==> config.mk <==
export PLATFORM = sky130hd
export DESIGN_NAME = reset_sequencer
export DESIGN_NICKNAME = d
export VERILOG_FILES = /design/src/rtl/reset_sequencer.sv
export SDC_FILE = /design/constraint.sdc
export NUM_CORES = 1
export LEC_CHECK = 0
export ABC_AREA = 1
export CAP_MARGIN = 0
export CORE_ASPECT_RATIO = 1.2
export CORE_MARGIN = 5
export CORE_UTILIZATION = 40
export CTS_CLUSTER_SIZE = 8
export DETAILED_ROUTE_END_ITERATION = 8
export MAX_ROUTING_LAYER = met4
export PLACE_DENSITY = 0.63
export SYNTH_ARGS = -nofsm -noshare
export SYNTH_HDL_FRONTEND = slang
export SYNTH_SLANG_ARGS = --single-unit
==> constraint.sdc <==
create_clock -name clk -period 2 [get_ports clk]
set_clock_uncertainty 0.05 [all_clocks]
set_input_delay 0.2 -clock clk [delete_from_list [all_inputs] [get_ports clk]]
set_output_delay 0.2 -clock clk [all_outputs]
set_load 0.03 [all_outputs]
==> src/rtl/reset_sequencer.sv <==
// Staged reset release: RAM controller first, gated on its init-done
// handshake with timeout and bounded retries, then the core logic.
module reset_sequencer #(
    parameter int HOLD_CYCLES = 16,
    parameter int RAM_TIMEOUT = 65535,
    parameter int CORE_DELAY  = 8,
    parameter int RETRIES     = 3
) (
    input  logic       clk,
    input  logic       rst,
    input  logic       softRstReq,
    input  logic       ramInitDone,
    output logic       ramRst,
    output logic       coreRst,
    output logic       ready,
    output logic       err,
    output logic [3:0] retryCount
);

    localparam int MAX_HR  = (HOLD_CYCLES > RAM_TIMEOUT) ? HOLD_CYCLES : RAM_TIMEOUT;
    localparam int MAX_CNT = (MAX_HR > CORE_DELAY) ? MAX_HR : CORE_DELAY;
    localparam int CNT_W   = $clog2(MAX_CNT + 1);

    localparam logic [CNT_W-1:0] HOLD_LAST = CNT_W'(HOLD_CYCLES - 1);
    localparam logic [CNT_W-1:0] TO_LAST   = CNT_W'(RAM_TIMEOUT - 1);
    localparam logic [CNT_W-1:0] CD_LAST   = CNT_W'(CORE_DELAY - 1);
    localparam logic [3:0]       RETRY_MAX = 4'(RETRIES);

    typedef enum logic [2:0] {
        S_HOLD,
        S_RAM_INIT,
        S_CORE_DELAY,
        S_RUN,
        S_FAIL
    } state_t;

    state_t           state, state_n;
    logic [CNT_W-1:0] cnt, cnt_n;
    logic [3:0]       retry_n;
    logic             ram_rst_n, core_rst_n, ready_n, err_n;

    always_ff @(posedge clk) begin
        if (rst) begin
            state      <= S_HOLD;
            cnt        <= '0;
            retryCount <= 4'd0;
            ramRst     <= 1'b1;
            coreRst    <= 1'b1;
            ready      <= 1'b0;
            err        <= 1'b0;
        end else begin
            state      <= state_n;
            cnt        <= cnt_n;
            retryCount <= retry_n;
            ramRst     <= ram_rst_n;
            coreRst    <= core_rst_n;
            ready      <= ready_n;
            err        <= err_n;
        end
    end

    always_comb begin
        state_n = state;
        cnt_n   = cnt + 1'b1;
        retry_n = retryCount;
        if (softRstReq) begin
            state_n = S_HOLD;
            retry_n = 4'd0;
        end else begin
            unique case (state)
                S_HOLD: begin
                    if (cnt == HOLD_LAST)
                        state_n = S_RAM_INIT;
                end
                S_RAM_INIT: begin
                    if (ramInitDone) begin
                        state_n = S_CORE_DELAY;
                    end else if (cnt == TO_LAST) begin
                        if (retryCount < RETRY_MAX) begin
                            retry_n = retryCount + 4'd1;
                            state_n = S_HOLD;
                        end else begin
                            state_n = S_FAIL;
                        end
                    end
                end
                S_CORE_DELAY: begin
                    if (cnt == CD_LAST)
                        state_n = S_RUN;
                end
                S_RUN:   cnt_n = '0;
                S_FAIL:  cnt_n = '0;
                default: state_n = S_HOLD;
            endcase
        end
        // Any transition (including a held restart request) restarts the count
        if (softRstReq || state_n != state)
            cnt_n = '0;

        ram_rst_n  = !(state_n == S_RAM_INIT || state_n == S_CORE_DELAY
                       || state_n == S_RUN);
        core_rst_n = (state_n != S_RUN);
        ready_n    = (state_n == S_RUN);
        err_n      = (state_n == S_FAIL);
    end

endmodule
* After elaboration in Yosys (flattened, before gate mapping)
Index checks and enable logic that the tools add are counted.
** Operators by class
- Eq/ne operators :: 13
- Add/sub/neg operators :: 2
- Order comparisons :: 1
- Muxes and demuxes :: 9
- Bitwise logic cells :: 1
- Reduce and logical (&&, ||, !) cells :: 9
** Operators with widths (number)
- 2-to-1 mux 16 bit :: 2
- 2-to-1 mux 3 bit :: 6
- adder 16 x 1 -> 16 bit (second input constant) :: 1
- equality test 16 bit (second input constant) :: 1
- equality test 16 x 3 -> 1 bit (second input constant) :: 1
- equality test 16 x 4 -> 1 bit (second input constant) :: 1
- equality test 3 x 2 -> 1 bit (second input constant) :: 4
- one-hot mux 3 bit (4 select lines) :: 1
- equality test 3 x 1 -> 1 bit (second input constant) :: 2
- equality test 3 bit (second input constant) :: 2
- OR reduction 2 bit :: 3
- adder 4 x 1 -> 4 bit (second input constant) :: 1
- < comparator 4 x 2 -> 1 bit (second input constant) :: 1
- AND reduction 4 bit :: 1
- logical NOT 3 bit :: 1
- logical OR 1 bit :: 3
- inequality test 3 x 2 -> 1 bit (second input constant) :: 1
- inequality test 3 bit :: 1
- logical NOT 1 bit :: 1
- inverter 1 bit :: 1
** Storage, ports and cells
- Output and inout bits :: 8
- Flip-flop bits (word level) :: 27
- Logic and storage cells :: 42
- Input bits :: 4

* Logic depth before layout (Yosys ltp)
- Depth in word-level cells :: 10
- Depth in mapped cells :: 15
- Gate-level depth less buffers :: 14

* Worst setup path before layout
No wires, ideal clock.
- Path kind :: register to register
- From :: register cnt[1]
- To :: register cnt[13]
- Slack :: 0.340 ns
- Cell stages (with the launch flop) :: 14
- Buffers on the path :: 1
- Arrival :: 1.487 ns
- Setup time :: 0.123 ns
- Clock period less this slack :: 1.660 ns
- Cells stage by stage :: dfxtp_1 ha_1 nand3_2 nor2_1 nor2_1 nor2_1 nand2_1 nand2_1 nand2_2 nand2_2 nand2_2 nand2_4 buf_12 nor2_4
** Between the ends
- Word-level cells in the longest chain between the ends :: 8
- Elaborated cells on any way between the ends :: 15
- Those cells by class :: add/sub (1); eq/ne (4); mux (8); reduce/logical (2)
** Ends and longest elaborated chain
- start, declared :: RTL line 38 : logic [CNT_W-1:0] cnt, cnt_n;
- start signal, assigned :: RTL line 53 : cnt <= cnt_n;
- equality test 16 bit :: RTL line 78 : end else if (cnt == TO_LAST) begin
- 2-to-1 mux 3 bit :: RTL line 78
- 2-to-1 mux 3 bit :: RTL line 76 : if (ramInitDone) begin
- one-hot mux 3 bit (4 select lines) :: RTL line 70 : unique case (state)
- 2-to-1 mux 3 bit :: RTL line 66 : if (softRstReq) begin
- inequality test 3 bit :: RTL line 97 : if (softRstReq || state_n != state)
- logical OR 1 bit :: RTL line 97
- OR reduction 2 bit (no source line)
Parallel ways exist; a longest one is shown, timed or not.
A chain may end at the register's enable or synchronous reset.

* Worst setup path after layout
- From :: register cnt[1]
- To :: register cnt[8]
Same word-level chain as after synthesis.

==> impl_metrics.tcl <==
set metrics [dict create \
    status "complete, no violations" \
    end_kind "flop" \
    wirelength_mm 2.58 \
    final_cells 251 \
    htreeDepth 1 \
    dr.pass1.iters 4 \
    insertedDiodeCount 0 \
    layout_commonest_cell "nand2_1" \
    path_clk_slew_ns 0.09 \
    finalSetupViolations 0 \
    grt_pass1_vias 1046 \
    synth_top_area_share_pct 36.9 \
    seq_area_frac_synth_pct 36.9 \
    crit_required_ns 2.11 \
    place_ws_ns 0.103 \
    rr_worst_depth 12 \
    syn_avg_cell_area_sq_um 7.44 \
    finalHoldViolCount 0 \
    clock_sinks 27 \
    grt_max_degree 17 \
    powerDensity_nw_per_um2 529 \
    core_sq_um 3600 \
    drv_slew 0 \
    path_class "flop to flop" \
    synth_area_leaders "dfxtp_1 37%, nor2_4 10%, nand2_1 9.2%" \
    clock-root-buffer "clkbuf_8" \
    swShare_pct 21.8 \
    grt_overflow 0 \
    ant_nets 0 \
    detailed_place_hpwl_mm 1.96 \
    synthFlopType "dfxtp_1" \
    die_h_um 76.3 \
    synth_top_area_cell "dfxtp_1" \
    layout_common_cells "36 x nand2_1, 34 x nor2_1, 27 x dfxtp_1" \
    dr.first_iter.drc_count 67 \
    hold_buffers 0 \
    multiInputGateArea_sq_um 806 \
    die_x_um 65.3 \
    fin_crit_sh_pct 90.5 \
    detail_route.vias_per_cell 4.69 \
    clockBufferDepth 2 \
    setup_tns_ns 0 \
    rrSetupSlack_ns 0.19 \
    p_seq_share_pct 61.2 \
    fill_cells 368 \
    ys_ff_latch 27 \
    gp_congestion 0.805 \
    p_clk_share_pct 34.4 \
    combPwrFrac_pct 4.4 \
    worstSkewPairLatency_ns 0.27 \
    wire_per_inst_um 10.3 \
    boundaryPins 12 \
    vias 1176 \
    crit_path_frequent_cell "nor2_1" \
    regArea_sq_um 541 \
    p_leak_nw 0.691 \
    cp_slowest_cell "dfxtp_1" \
    grt.total_usage_pct 11.5 \
    antenna_found_initial 0 \
    critPathArrivalTime_ns 1.92 \
    initial_core_util_pct 40.7 \
    ir_worst_vdd_mv 0.250 \
    synth_cells 197 \
    path_cells "ha_1, nand3_2, nor2_1, nor2_1, nor2_1, nand2_1, nand2_1, nand2_2, nand2_2, nand2_2, nand2_8, nor2_1" \
    synthesis.nets 204 \
    rsz0062_at_grt "no" \
    synth_area_sq_um 1470 \
    drv_cap 0 \
    final_area_sq_um 1670 \
    cts_tree "done" \
    grt_pass1_wl_mm 4.56 \
    timing_worst_slew_pin_value_ns 0.307 \
    numCtsBuffers 3 \
    synthDistinctLibCells 29 \
    p_total_mw 0.884 \
    r2r_end "cnt[8]$_SDFF_PP0_" \
    io_buffer_count 11 \
    hold_end "retryCount[3]$_SDFFE_PP0P_" \
    drive_gt1_share_pct 17.0 \
    intPower_mw 0.692 \
    cp_slowest_stage_delay_ns 0.39 \
    finalWorstSetupSlack_ns 0.191 \
    final.min_clock_period_ns 1.81 \
    async_flop_share_pct 0 \
    p_sw_mw 0.193 \
    hold_depth 2 \
    min_from "retryCount[3]$_SDFFE_PP0P_" \
    max_clock_freq_ghz 0.553 \
    cts_setup_buffers 0 \
    synth_warnings 0 \
    synth_edf_count 0 \
    max_slew_margin_pct 79.4 \
    dp.cells 247 \
    fp-row-count 24 \
    drc 0 \
    hold_path_class "flop to flop" \
    dpl_cell_area_sq_um 1620 \
    rr_startpoint "cnt[1]$_SDFF_PP0_" \
    cp-start-kind "flop" \
    nets 220 \
    cp_max_fo 16 \
    area_delta_synth_final_pct 14.0 \
    die_area_sq_um 4980 \
]
-- cells by family after synthesis --
family                   share of synthesized area [%]
XOR/XNOR                                          1.79
adder cells (fa/ha/maj)                           2.56
flip-flops                                        36.9
AND/OR/NAND/NOR                                   42.5
buffers and inverters                             8.79
AO/OA/AOI/OAI                                     7.51
-- flip-flops by register name, summed over array words and instances, names as in the netlist --
signal,count
state,3
ramRst,1
err,1
ready,1
cnt,16
coreRst,1
retryCount,4
-- power groups by stage --
stage	clock (mW)	combinational [mW]	sequential (mW)
CTS	0.318	0.0382	0.541
finish	0.304	0.0391	0.541
global route	0.344	0.0434	0.542
floorplan	0	0.0302	0.553
detailed placement	0	0.0377	0.554
global placement	0	0.0382	0.554
-- worst max path at each step --
stage / from / end / slack, ns / depth (start not counted)
floorplan: cnt[1]$_SDFF_PP0_ / cnt[13]$_SDFF_PP0_ / 0.34 / 13
global placement: cnt[1]$_SDFF_PP0_ / cnt[8]$_SDFF_PP0_ / 0.19 / 12
detailed placement: cnt[1]$_SDFF_PP0_ / cnt[7]$_SDFF_PP0_ / 0.10 / 12
CTS: cnt[1]$_SDFF_PP0_ / cnt[11]$_SDFF_PP0_ / 0.1 / 12
global route: cnt[1]$_SDFF_PP0_ / cnt[10]$_SDFF_PP0_ / 0.03 / 12
finish: cnt[1]$_SDFF_PP0_ / cnt[8]$_SDFF_PP0_ / 0.19 / 12
-- cell usage after synthesis (2+ instances only) --
| cell type | n |
|---|---|
| a21oi_1 | 3 |
| dfxtp_1 | 27 |
| ha_1 | 3 |
| inv_1 | 26 |
| inv_2 | 2 |
| nand2_1 | 36 |
| nand2_2 | 5 |
| nand2_4 | 2 |
| nand3_1 | 13 |
| nand3_2 | 2 |
| nand4_1 | 4 |
| nor2_1 | 34 |
| nor2_2 | 2 |
| nor2_4 | 13 |
| nor3_1 | 2 |
| o211ai_1 | 2 |
| o21ai_0 | 5 |
| o21bai_1 | 2 |
| or2_2 | 2 |
| xor2_1 | 3 |
-- per-layer routing --
layer	vias to the layer above	part of all wire [%]	global-route usage [%]	routed length (um)
li1	653	-	-	-
met1	502	49	15.1	1260
met2	19	46	17.7	1200
met3	2	4.1	2.51	106
met4	0	0.85	3.11	22
met5	-	0	-	0
-- layout make-up --
class | instances | share of cell area (%)
Clock inverter | 1 | 0.299
Inverter | 28 | 6.29
Clock buffer | 3 | 2.47
Sequential cell | 27 | 32.3
Multi-Input combinational cell | 140 | 48.2
Timing Repair Buffer | 13 | 7.49
Tap cell | 39 | 2.92
-- critical path, delay by kind of cell (launching register included) --
family	cells	cell delay (ns)
adders and majority gates	1	0.22
and+or+nand+nor	11	1.02
DFF	1	0.39
-- per-stage QoR --
step           utilization [%]  hold slack, ns
2_1_floorplan                -           0.222
3_3_place_gp              44.9           0.382
3_5_place_dp              44.9           0.386
4_1_cts                   46.1           0.400
5_1_grt                   46.4           0.412
6_report                  46.4           0.398
-- what timing repair did --
item | 4_1_cts | 5_1_grt
hold endpoints to repair | 0 | 0
resized for setup | 0 | 1
endpoints found under the setup margin | 0 | 12
Note: power is estimated with default switching activity, not from simulation.
